[src/rtl/cpsr_ctrl_pkg.sv]
`default_nettype none
//============================================================================
// Module      : cpsr_ctrl_pkg
// Description : Shared definitions for the CPSR write controller: field-load
//               codes, CPSR field bit ranges and the sequencer state type.
// Revision    : 1.0 - initial release
//============================================================================
package cpsr_ctrl_pkg;

    // Field-load codes presented to the CPSR
    localparam logic [2:0] LD_HOLD  = 3'b000;
    localparam logic [2:0] LD_CTRL  = 3'b001;
    localparam logic [2:0] LD_MODE  = 3'b010;
    localparam logic [2:0] LD_FLAGS = 3'b100;
    localparam logic [2:0] LD_ALL   = 3'b111;

    // CPSR field bit ranges
    localparam int FLAGS_HI = 31;
    localparam int FLAGS_LO = 28;
    localparam int UPPER_HI = 31;
    localparam int UPPER_LO = 10;
    localparam int CTRL_HI  = 9;
    localparam int CTRL_LO  = 6;
    localparam int MODE_HI  = 5;
    localparam int MODE_LO  = 0;

    // Sequencer states
    typedef enum logic [0:0] {
        ST_IDLE    = 1'b0,
        ST_EXC_SET = 1'b1
    } state_t;

endpackage : cpsr_ctrl_pkg
`default_nettype wire

[src/rtl/cpsr_ctrl_spsr_stack.sv]
`default_nettype none
//============================================================================
// Module      : spsr_stack
// Description : LIFO of saved CPSR values for nested exceptions. top shows
//               the entry at level-1, or zero when the stack is empty.
// Revision    : 1.0 - initial release
//============================================================================
module spsr_stack #(
    parameter  int DEPTH = 4,
    localparam int LW    = $clog2(DEPTH) + 1
) (
    input  logic          clk,
    input  logic          reset,
    input  logic          push,
    input  logic          pop,
    input  logic [31:0]   din,
    output logic [31:0]   top,
    output logic [LW-1:0] level,
    output logic          full,
    output logic          empty
);

    localparam int            IW        = $clog2(DEPTH);
    localparam logic [LW-1:0] c_one_lvl = LW'(1);
    localparam logic [IW-1:0] c_one_idx = IW'(1);
    localparam logic [LW-1:0] c_full    = LW'(DEPTH);

    logic [31:0]   r_mem [DEPTH];
    logic [LW-1:0] r_level;
    logic [IW-1:0] w_wr_idx;
    logic [IW-1:0] w_top_idx;

    // Low index bits suffice: a push only happens below DEPTH, and at
    // level==DEPTH the low bits wrap to DEPTH-1 when decremented.
    assign w_wr_idx  = r_level[IW-1:0];
    assign w_top_idx = r_level[IW-1:0] - c_one_idx;

    assign level = r_level;
    assign full  = (r_level == c_full);
    assign empty = (r_level == '0);
    assign top   = empty ? 32'h0 : r_mem[w_top_idx];

    // Storage and occupancy; push is ignored when full, pop when empty
    always_ff @(posedge clk or posedge reset) begin
        if (reset) begin
            r_level <= '0;
            for (int i = 0; i < DEPTH; i++) begin
                r_mem[i] <= 32'h0;
            end
        end else if (push && !full) begin
            r_mem[w_wr_idx] <= din;
            r_level         <= r_level + c_one_lvl;
        end else if (pop && !empty) begin
            r_level <= r_level - c_one_lvl;
        end
    end

endmodule : spsr_stack
`default_nettype wire

[src/rtl/cpsr_ctrl.sv]
`default_nettype none
//============================================================================
// Module      : cpsr_ctrl
// Description : Fixed-priority arbiter and sequencer owning all CPSR writes
//               (exception entry > exception return > MSR > ALU flags),
//               with an SPSR stack for nested exceptions.
// Revision    : 1.0 - initial release
//============================================================================
module cpsr_ctrl
    import cpsr_ctrl_pkg::*;
#(
    parameter  int         DEPTH     = 4,
    parameter  logic [3:0] EXC_IMASK = 4'b0011,
    localparam int         LW        = $clog2(DEPTH) + 1
) (
    input  logic          clk,
    input  logic          reset,
    input  logic [31:0]   cpsr_q,
    output logic [2:0]    cpsr_ld,
    output logic [31:0]   cpsr_din,
    input  logic          exc_req,
    input  logic [5:0]    exc_mode,
    output logic          exc_ack,
    output logic          exc_ovf,
    input  logic          ret_req,
    output logic          ret_ack,
    output logic          ret_err,
    input  logic          msr_req,
    input  logic [2:0]    msr_mask,
    input  logic [31:0]   msr_data,
    output logic          msr_ack,
    input  logic          flag_req,
    input  logic [3:0]    flag_nzcv,
    output logic          flag_ack,
    output logic [31:0]   spsr_q,
    output logic [LW-1:0] spsr_lvl,
    output logic          busy
);

    state_t      r_state;
    logic        w_push;
    logic        w_pop;
    logic        w_full;
    logic        w_empty;
    logic [31:0] w_top;

    spsr_stack #(
        .DEPTH (DEPTH)
    ) u_spsr_stack (
        .clk   (clk),
        .reset (reset),
        .push  (w_push),
        .pop   (w_pop),
        .din   (cpsr_q),
        .top   (w_top),
        .level (spsr_lvl),
        .full  (w_full),
        .empty (w_empty)
    );

    assign spsr_q = w_top;
    assign busy   = (r_state != ST_IDLE);

    // Grant arbitration and CPSR write decode for the current state
    always_comb begin
        cpsr_ld  = LD_HOLD;
        cpsr_din = 32'h0;
        exc_ack  = 1'b0;
        exc_ovf  = 1'b0;
        ret_ack  = 1'b0;
        ret_err  = 1'b0;
        msr_ack  = 1'b0;
        flag_ack = 1'b0;
        w_push   = 1'b0;
        w_pop    = 1'b0;
        if (r_state == ST_EXC_SET) begin
            // Second half of entry: mask interrupts and switch mode
            cpsr_ld  = LD_ALL;
            cpsr_din = {cpsr_q[UPPER_HI:UPPER_LO],
                        cpsr_q[CTRL_HI:CTRL_LO] | EXC_IMASK,
                        exc_mode[MODE_HI:MODE_LO]};
            exc_ack  = 1'b1;
        end else if (exc_req) begin
            if (w_full) begin
                exc_ack = 1'b1;
                exc_ovf = 1'b1;
            end else begin
                w_push = 1'b1;
            end
        end else if (ret_req) begin
            ret_ack = 1'b1;
            if (w_empty) begin
                ret_err = 1'b1;
            end else begin
                cpsr_ld  = LD_ALL;
                cpsr_din = w_top;
                w_pop    = 1'b1;
            end
        end else if (msr_req) begin
            msr_ack = 1'b1;
            if (msr_mask == LD_CTRL || msr_mask == LD_MODE ||
                msr_mask == LD_FLAGS || msr_mask == LD_ALL) begin
                cpsr_ld  = msr_mask;
                cpsr_din = msr_data;
            end
        end else if (flag_req) begin
            flag_ack = 1'b1;
            cpsr_ld  = LD_FLAGS;
            cpsr_din = {flag_nzcv, cpsr_q[FLAGS_LO-1:0]};
        end
    end

    // State register: a successful push always leads to EXC_SET for one cycle
    always_ff @(posedge clk or posedge reset) begin
        if (reset) begin
            r_state <= ST_IDLE;
        end else if (r_state == ST_EXC_SET) begin
            r_state <= ST_IDLE;
        end else if (w_push) begin
            r_state <= ST_EXC_SET;
        end
    end

endmodule : cpsr_ctrl
`default_nettype wire

[config.mk]
export PLATFORM = sky130hd
export DESIGN_NAME = cpsr_ctrl
export DESIGN_NICKNAME = d
export VERILOG_FILES = /design/src/rtl/cpsr_ctrl_pkg.sv /design/src/rtl/cpsr_ctrl_spsr_stack.sv /design/src/rtl/cpsr_ctrl.sv
export SDC_FILE = /design/constraint.sdc
export NUM_CORES = 1
export LEC_CHECK = 0
export BUFFER_PORTS_ARGS = -buffer_cell sky130_fd_sc_hd__buf_2
export CAP_MARGIN = 20
export CELL_PAD_IN_SITES_DETAIL_PLACEMENT = 0
export CELL_PAD_IN_SITES_GLOBAL_PLACEMENT = 1
export CORE_ASPECT_RATIO = 0.6
export CORE_MARGIN = 5
export CORE_UTILIZATION = 41
export CTS_BUF_LIST = sky130_fd_sc_hd__clkbuf_4
export DETAILED_ROUTE_END_ITERATION = 6
export PLACE_DENSITY_LB_ADDON = 0.25
export SYNTH_ARGS = -nofsm -noshare
export SYNTH_HDL_FRONTEND = slang
export SYNTH_SLANG_ARGS = --single-unit
[constraint.sdc]
create_clock -name clk -period 3.6 [get_ports clk]
set_clock_uncertainty 0.1 [all_clocks]
set_input_delay 0 -clock clk [delete_from_list [all_inputs] [get_ports clk]]
set_output_delay 0 -clock clk [all_outputs]
set_load 0.005 [all_outputs]
==> results of run 1 <==
-- logic make-up (layout without fill, tap and decap cells) --
family | after synthesis | count (layout) | synth area share, %
mux | 161 | 161 | 30.0
flops | 132 | 132 | 45.4
simple gates | 95 | 95 | 7.83
compound gates | 88 | 88 | 9.33
buf+inv | 85 | 274 | 5.89
fa+ha+maj | 5 | 5 | 0.962
xor+xnor | 3 | 3 | 0.584
other cells | 0 | 1 | 0
-- state kept, by name, indices dropped and copies added, names as in the netlist --
| register | count |
|---|---|
| u_spsr_stack.r_mem | 128 |
| busy | 1 |
| u_spsr_stack.level | 3 |
-- through the flow --
step	cells	power [mW]	util [%]
finish	993	7.80	51.2
global route	993	8.37	51.2
CTS	992	7.87	51.1
detailed placement	927	6.90	47.7
global placement	927	6.77	47.7
floorplan	569	5.47	-
-- cell usage after synthesis (all sizes together) (2+ instances only) --
| library cell | count | area [sq um] |
|---|---|---|
| o21bai | 3 | 22.5 |
| nor3b | 2 | 15.0 |
| a211oi | 2 | 15.0 |
| nor2 | 4 | 17.5 |
| nor4b | 2 | 17.5 |
| and2 | 22 | 138 |
| and3b | 5 | 43.8 |
| nand2 | 17 | 63.8 |
| ha | 4 | 50.1 |
| nor2b | 4 | 25.0 |
| a21oi | 16 | 80.1 |
| or2 | 2 | 12.5 |
| a311oi | 6 | 52.6 |
| xnor2 | 2 | 17.5 |
| nand4b | 6 | 52.6 |
| a21boi | 5 | 37.5 |
| o21ai | 6 | 30.0 |
| nand2b | 3 | 18.8 |
| o221ai | 10 | 87.6 |
| mux2 | 129 | 1450 |
| buf | 37 | 249 |
| dfrtp | 132 | 3300 |
| a221oi | 9 | 135 |
| o31ai | 5 | 37.5 |
| nand3 | 25 | 145 |
| clkbuf | 12 | 45.0 |
| inv | 35 | 131 |
| a31oi | 22 | 138 |
| mux4 | 32 | 736 |
-- what timing repair did --
item,4_1_cts,5_1_grt
endpoints found under the hold margin,261,0
endpoints found under the setup margin,0,5
hold buffers,34,0
gates resized for setup,0,1
-- where the power goes --
part / internal (mW) / switching (mW) / leakage, nW
Sequential: 2.23 / 0.442 / 1.58
Combinational: 2.28 / 1.92 / 2.31
Clock: 0.346 / 0.578 / 0.135
-- metal layers --
layer / track usage (%) / up-vias / wire length (um)
met3: 4.11 / 22 / 1150
met2: 33.8 / 158 / 10200
li1: - / 2490 / -
met4: 4.85 / 0 / 286
met5: 0 / - / 0
met1: 29.4 / 2883 / 9630
-- layout make-up --
| type | count | share of cell area [%] |
|---|---|---|
| Clock buffer | 17 | 1.44 |
| Sequential cell | 132 | 37.4 |
| Clock inverter | 14 | 1.46 |
| Tap cell | 234 | 3.31 |
| Antenna cell | 1 | 0.0283 |
| Inverter | 36 | 1.57 |
| Timing Repair Buffer | 207 | 14.3 |
| Multi-Input combinational cell | 352 | 40.4 |
-- worst min path at each step --
stage | slack (ns) | to | cells past startpoint | start
4_1_cts | 0.12 | u_spsr_stack.r_mem[102]$_DFFE_PP0P_ | 4 | reset
3_3_place_gp | 0.15 | u_spsr_stack.r_mem[39]$_DFFE_PP0P_ | 3 | reset
3_5_place_dp | 0.17 | u_spsr_stack.r_mem[102]$_DFFE_PP0P_ | 3 | reset
2_1_floorplan | -0.006 | cpsr_din[10] | 2 | cpsr_q[10]
5_1_grt | 0.12 | u_spsr_stack.r_mem[102]$_DFFE_PP0P_ | 4 | reset
6_report | 0.08 | u_spsr_stack.r_mem[6]$_DFFE_PP0P_ | 4 | reset
-- worst min-delay path, cell delays in order --
cell,delay (ns)
sky130_fd_sc_hd__dlygate4sd3_1,0.53
sky130_fd_sc_hd__buf_2,0.13
sky130_fd_sc_hd__clkinvlp_4,0.07
sky130_fd_sc_hd__buf_12,0.47
==> Flow_metrics.wiki, run 1 <==
{| class="wikitable"
! Metric !! Value
|-
| Outcome || complete, no violations
|-
| HPWL after detailed placement || 14.5 mm
|-
| Core area || 0.0173 sq mm
|-
| Number of cell instances on the worst register-to-register path || 6
|-
| Reg2reg setup slack || 0.84 ns
|-
| Number of hold-slack violations in the final timing report || 0
|-
| Largest stage delay on the critical path || 0.65 ns
|-
| Area occupied by registers || 0.00331 sq mm
|-
| Ratio of cells with drive above 1 in the final layout || 49.7%
|-
| Global placer's final weighted congestion || 0.820
|-
| Leftover overflow at the end of global routing || 0
|-
| Synth-to-Final Area Change || 21.3%
|-
| Max FO, Critical Path || 32
|-
| Setup violations, final || 0
|-
| Number of global-route vias before repair || 5951
|-
| Routed Wire Length || 21.3 mm
|-
| Maximum level of the CTS H-tree || 4
|-
| Final clock period utilization by the worst path || 88.8%
|-
| TritonCTS clock tree || yes
|-
| Overall die area || 0.0206 sq mm
|-
| Leakage power || 4.02 nW
|-
| Source-to-sink clock delay at the later pin of the worst-skew pair || 0.51 ns
|-
| Total clock buffers created by CTS || 17
|-
| Post-Route Setup TNS || 0 ns
|-
| Initial Utilization || 42.2%
|-
| CP endpoint || cpsr_din[11]
|-
| Number of distinct library cells after synthesis || 47
|-
| Width of the die || 182 um
|-
| DRT iter0 DRCs || 370
|-
| Total of buffers placed on input and output ports || 159
|-
| Beginning of the critical path || u_spsr_stack.level[0]$_DFFE_PP0P_
|-
| Achievable clock frequency || 313 MHz
|-
| Vertical extent of the die || 113 um
|-
| Critical path class || flip-flop to primary output
|-
| Syn Area/Cell || 12.8 sq um
|-
| Worst slew margin relative to its limit || 37.0%
|-
| MaxCap Viol Count || 0
|-
| Total number of yosys warnings || 0
|-
| Most common library cell in the layout ignoring fill and taps || sky130_fd_sc_hd__buf_2
|-
| Mean number of vias per cell || 5.59
|-
| Worst reg2reg endpoint || u_spsr_stack.r_mem[116]$_DFFE_PP0P_
|-
| Number of buffer and inverter stages on the critical path || 3
|-
| Proportion of synthesized flip-flops having asynchronous set or reset || 100%
|-
| Prevailing post-synth register cell || sky130_fd_sc_hd__dfrtp_1
|-
| CTS Root Cell || sky130_fd_sc_hd__clkbuf_4
|-
| Setup slack at placement || 0.742 ns
|-
| Number of enable-type register cells in the synthesized netlist || 0
|-
| Share of the yosys chip area belonging to registers || 45.4%
|-
| Synthesized netlist cell count || 569
|-
| Worst vdd rail ir drop || 0.000461 V
|-
| Initial antenna violation count || 1
|-
| Footprint of the multi-input gates || 0.00357 sq mm
|-
| Number of I/O pins || 160
|-
| Number of placement rows || 37
|-
| Number of register bits inferred by synthesis || 132
|-
| Nature of the critical path endpoint || primary output
|-
| Crit-path slowest cell || sky130_fd_sc_hd__dfrtp_4
|-
| Pwr per Cell Area || 883 mW/mm^2
|-
| Max-slew violation total from the final report || 0
|-
| Number of nets in the synthesized netlist || 657
|-
| Critical path cell sequence || inv_1 > ha_1 > buf_4 > mux4_2 > a21boi_0 > o31ai_1 > buf_2
|-
| Global-route wire length before repair || 34.0 mm
|-
| Max Buffers Root-to-Sink || 2
|-
| Worst R2R Start || u_spsr_stack.level[0]$_DFFE_PP0P_
|-
| WP depth || 7
|-
| Residual DRC || 0
|-
| Largest delay contributor family on the critical path || buffers and inverters
|-
| Tmin final || 3.20 ns
|-
| Min setup slack post-route || 0.404 ns
|-
| Number of antenna-violating nets in the routed design || 0
|-
| Via total after detailed routing || 5553
|-
| Avg WL per Cell || 21.4 um
|-
| Most frequent cells in the layout || sky130_fd_sc_hd__buf_2 (159), sky130_fd_sc_hd__dfrtp_1 (131), sky130_fd_sc_hd__mux2_2 (121)
|-
| Pin count of the biggest net entering global routing || 133
|-
| Critical path data arrival time || 3.10 ns
|-
| Clock sink total || 132
|-
| Router iterations before antenna repair || 4
|-
| Total global routing track utilization || 20.9%
|-
| Crit path launch type || flip-flop
|-
| Unrepaired setup endpoints after global routing || no
|-
| Data required time of the worst path || 3.50 ns
|-
| Post-synthesis cell area || 0.00728 sq mm
|-
| Clock transition at the registers of the reported paths || 0.13 ns
|-
| Measured slew at the worst slew-check pin || 0.944 ns
|-
| Number of filler cells placed in the layout || 1572
|-
| Worst hold margin || 0.0799 ns
|-
| NumNets Final || 834
|-
| Final design instance area without fill || 0.00883 sq mm
|-
| Worst min-delay path class || input port to async pin
|-
| Post-CTS Setup Repair Bufs || 0
|-
| Total cell area at the placement stage || 0.00823 sq mm
|}
No activity file was read; power rests on OpenSTA's default activity.
==> run 2: changes to the inputs <==
--- a/config.mk
+++ b/config.mk
@@ -14,7 +14,9 @@
 export CORE_UTILIZATION = 41
 export CTS_BUF_LIST = sky130_fd_sc_hd__clkbuf_4
 export DETAILED_ROUTE_END_ITERATION = 6
+export GPL_ROUTABILITY_DRIVEN = 0
 export PLACE_DENSITY_LB_ADDON = 0.25
+export REMOVE_ABC_BUFFERS = 1
 export SYNTH_ARGS = -nofsm -noshare
 export SYNTH_HDL_FRONTEND = slang
 export SYNTH_SLANG_ARGS = --single-unit
==> run 2 against run 1 <==
  * Global-route usage is 0.79 points lower
  * Clock power increased by 23%
  * Core utilization up 0.67 points
  * Sequential share of layout area shrank 0.50 points
  * Critical path type unchanged
  * Critical endpoint is now cpsr_din[10]
==> Flow_metrics.wiki, run 2 (same netlist as run 1, synthesis figures left out) <==
{| class="wikitable"
! Metric !! Value
|-
| Outcome || complete, no violations (unchanged)
|-
| Worst slew margin relative to its limit || 35.5% (was 37.0%)
|-
| Final clock period utilization by the worst path || 83.2% (was 88.8%)
|-
| Routed Wire Length || 20.3 mm (was 21.3 mm)
|-
| Via total after detailed routing || 5490 (was 5553)
|-
| Maximum level of the CTS H-tree || 4 (unchanged)
|-
| Ratio of cells with drive above 1 in the final layout || 49.9% (was 49.7%)
|-
| Width of the die || 182 um (unchanged)
|-
| Setup violations, final || 0 (unchanged)
|-
| Most common library cell in the layout ignoring fill and taps || sky130_fd_sc_hd__buf_2 (unchanged)
|-
| Pin count of the biggest net entering global routing || 118 (was 133)
|-
| Unrepaired setup endpoints after global routing || no (unchanged)
|-
| Mean number of vias per cell || 5.52 (was 5.59)
|-
| Total clock buffers created by CTS || 17 (unchanged)
|-
| Number of I/O pins || 160 (unchanged)
|-
| Source-to-sink clock delay at the later pin of the worst-skew pair || 0.52 ns (was 0.51 ns)
|-
| Max Buffers Root-to-Sink || 2 (unchanged)
|-
| Number of hold-slack violations in the final timing report || 0 (unchanged)
|-
| NumNets Final || 836 (was 834)
|-
| Number of antenna-violating nets in the routed design || 0 (unchanged)
|-
| Leftover overflow at the end of global routing || 0 (unchanged)
|-
| Router iterations before antenna repair || 4 (unchanged)
|-
| Critical path data arrival time || 2.89 ns (was 3.10 ns)
|-
| Number of antenna repair diodes || 0 (was 1)
|-
| Measured slew at the worst slew-check pin || 0.967 ns (was 0.944 ns)
|-
| Post-CTS Setup Repair Bufs || 0 (unchanged)
|-
| Nature of the critical path endpoint || primary output (unchanged)
|-
| Origin of the worst min-delay path || cpsr_q[25]
|-
| Placed Cells || 927 (unchanged)
|-
| Area occupied by registers || 0.00331 sq mm (about the same)
|-
| Flip-flop count of the largest register after layout || 128 (unchanged)
|-
| HPWL after detailed placement || 13.9 mm (was 14.5 mm)
|-
| Number of filler cells placed in the layout || 1491 (was 1572)
|-
| Initial antenna violation count || 0 (was 1)
|-
| Most frequent cells in the layout || sky130_fd_sc_hd__buf_2 (159), sky130_fd_sc_hd__dfrtp_1 (130), sky130_fd_sc_hd__mux2_2 (121) (was sky130_fd_sc_hd__buf_2 (159), sky130_fd_sc_hd__dfrtp_1 (131), sky130_fd_sc_hd__mux2_2 (121))
|-
| Max-slew violation total from the final report || 0 (unchanged)
|-
| Tmin final || 2.99 ns (was 3.20 ns)
|-
| Crit path launch type || flip-flop (unchanged)
|-
| Clock transition at the registers of the reported paths || 0.13 ns (about the same)
|-
| Worst R2R Start || u_spsr_stack.level[1]$_DFFE_PP0P_ (was u_spsr_stack.level[0]$_DFFE_PP0P_)
|-
| Sequential cell fraction of total power || 32.5% (was 34.3%)
|-
| Core area || 0.0173 sq mm (unchanged)
|-
| Reg2reg setup slack || 1.13 ns (was 0.84 ns)
|-
| Number of placement rows || 37 (unchanged)
|-
| Leakage power || 4.08 nW (was 4.02 nW)
|-
| Clock sink total || 132 (unchanged)
|-
| MaxCap Viol Count || 0 (unchanged)
|-
| DRT iter0 DRCs || 398 (was 370)
|-
| Critical path class || flip-flop to primary output (unchanged)
|-
| Register name with the most flops || u_spsr_stack.r_mem (unchanged)
|-
| Number of cells in the finished layout apart from fillers || 995 (was 993)
|-
| Total of buffers placed on input and output ports || 159 (unchanged)
|-
| Initial Utilization || 42.2% (unchanged)
|-
| Switching power as a share of total power || 36.2% (was 37.7%)
|-
| Vertical extent of the die || 113 um (unchanged)
|-
| Data required time of the worst path || 3.50 ns (about the same)
|-
| Number of global-route vias before repair || 5895 (was 5951)
|-
| Global-route wire length before repair || 32.6 mm (was 34.0 mm)
|-
| Combinational Power Share || 53.2% (was 53.8%)
|-
| Utilization after layout || 51.8% (was 51.2%)
|-
| Worst min-delay path class || input port to flip-flop (was input port to async pin)
|-
| Total global routing track utilization || 20.1% (was 20.9%)
|-
| Worst vdd rail ir drop || 0.000447 V (was 0.000461 V)
|-
| Avg WL per Cell || 20.4 um (was 21.4 um)
|-
| Max FO, Critical Path || 17 (was 32)
|-
| Footprint of the multi-input gates || 0.00357 sq mm (about the same)
|-
| Internal Pwr Total || 5.11 mW (was 4.86 mW)
|-
| Synth-to-Final Area Change || 22.9% (was 21.3%)
|-
| Achievable clock frequency || 334 MHz (was 313 MHz)
|-
| TritonCTS clock tree || yes (unchanged)
|-
| Count of instances resized after the clock tree is built || 0 (unchanged)
|-
| Beginning of the critical path || u_spsr_stack.level[1]$_DFFE_PP0P_ (was u_spsr_stack.level[0]$_DFFE_PP0P_)
|-
| Overall die area || 0.0206 sq mm (unchanged)
|-
| Portion of total power attributed to the clock network || 14.3% (was 11.8%)
|-
| CTS Root Cell || sky130_fd_sc_hd__clkbuf_4 (unchanged)
|-
| Power dissipated by switching net loads || 2.91 mW (was 2.94 mW)
|-
| Pwr per Cell Area || 896 mW/mm^2 (was 883 mW/mm^2)
|-
| Residual DRC || 0 (unchanged)
|}
run 2: cell types whose count changed in the layout (fill, tap and decap cells not counted), moves of 2 or more:
cell,change
sky130_fd_sc_hd__bufinv_16,+3
sky130_fd_sc_hd__clkinv_2,-3
sky130_fd_sc_hd__clkinvlp_4,-2
sky130_fd_sc_hd__dfrtp_2,+2
run 2: power groups by stage:
stage | logic [mW] | registers (mW) | clock network, mW
floorplan | 2.70 | 2.60 | 0
global placement | 4.17 | 2.57 | 0
detailed placement | 4.26 | 2.64 | 0
CTS | 4.32 | 2.60 | 1.17
global route | 4.68 | 2.70 | 1.26
finish | 4.27 | 2.61 | 1.14
run 2: cell type report:
type / instances / area share [%]
Inverter: 36 / 1.57
Sequential cell: 132 / 36.9
Timing Repair Buffer: 209 / 14.6
Clock buffer: 18 / 1.51
Clock inverter: 14 / 2.24
Tap cell: 234 / 3.27
Multi-Input combinational cell: 352 / 39.9
run 2: through the flow:
| stage | TNS, ns | cell area (sq um) | hold WS, ns | power [mW] | worst slack [ns] |
|---|---|---|---|---|---|
| finish | 0 | 8950 | 0.196 | 8.02 | 0.606 |
| floorplan | -17.36 | 6990 | -0.0668 | 5.31 | -0.471 |
| global placement | 0 | 8240 | 0.178 | 6.74 | 1.22 |
| detailed placement | 0 | 8240 | 0.189 | 6.90 | 1.19 |
| CTS | 0 | 8910 | 0.151 | 8.10 | 0.577 |
| global route | 0 | 8950 | 0.152 | 8.63 | 0.416 |
run 2: critical path, cell delays in order, from the launching register on:
cell	delay (ns)
sky130_fd_sc_hd__dfrtp_1	0.48
sky130_fd_sc_hd__inv_1	0.10
sky130_fd_sc_hd__ha_2	0.68
sky130_fd_sc_hd__buf_12	0.24
sky130_fd_sc_hd__mux4_1	0.31
sky130_fd_sc_hd__a21boi_0	0.31
sky130_fd_sc_hd__o31ai_1	0.12
sky130_fd_sc_hd__buf_2	0.14
run 2: path summary, 6_finish.rpt:
check | end | cells after the start
max | cpsr_din[10] | 7
min | u_spsr_stack.r_mem[89]$_DFFE_PP0P_ | 3
max reg2reg | u_spsr_stack.level[2]$_DFFE_PP0P_ | 8
min reg2reg | u_spsr_stack.r_mem[95]$_DFFE_PP0P_ | 1
max in group asynchronous | u_spsr_stack.r_mem[95]$_DFFE_PP0P_ | 6
min in group asynchronous | u_spsr_stack.r_mem[121]$_DFFE_PP0P_ | 4
run 2: metal layers:
layer,global-route usage [%],vias up,part of all wire [%]
met4,4.40,0,1.2
met2,31.2,182,46
met5,0,-,0
met3,4.91,22,6.2
met1,28.9,2805,47
li1,-,2481,-
run 2: timing repair:
action,4_1_cts,5_1_grt
setup endpoints to repair,0,0
hold endpoints to repair,245,12
hold buffers,34,1
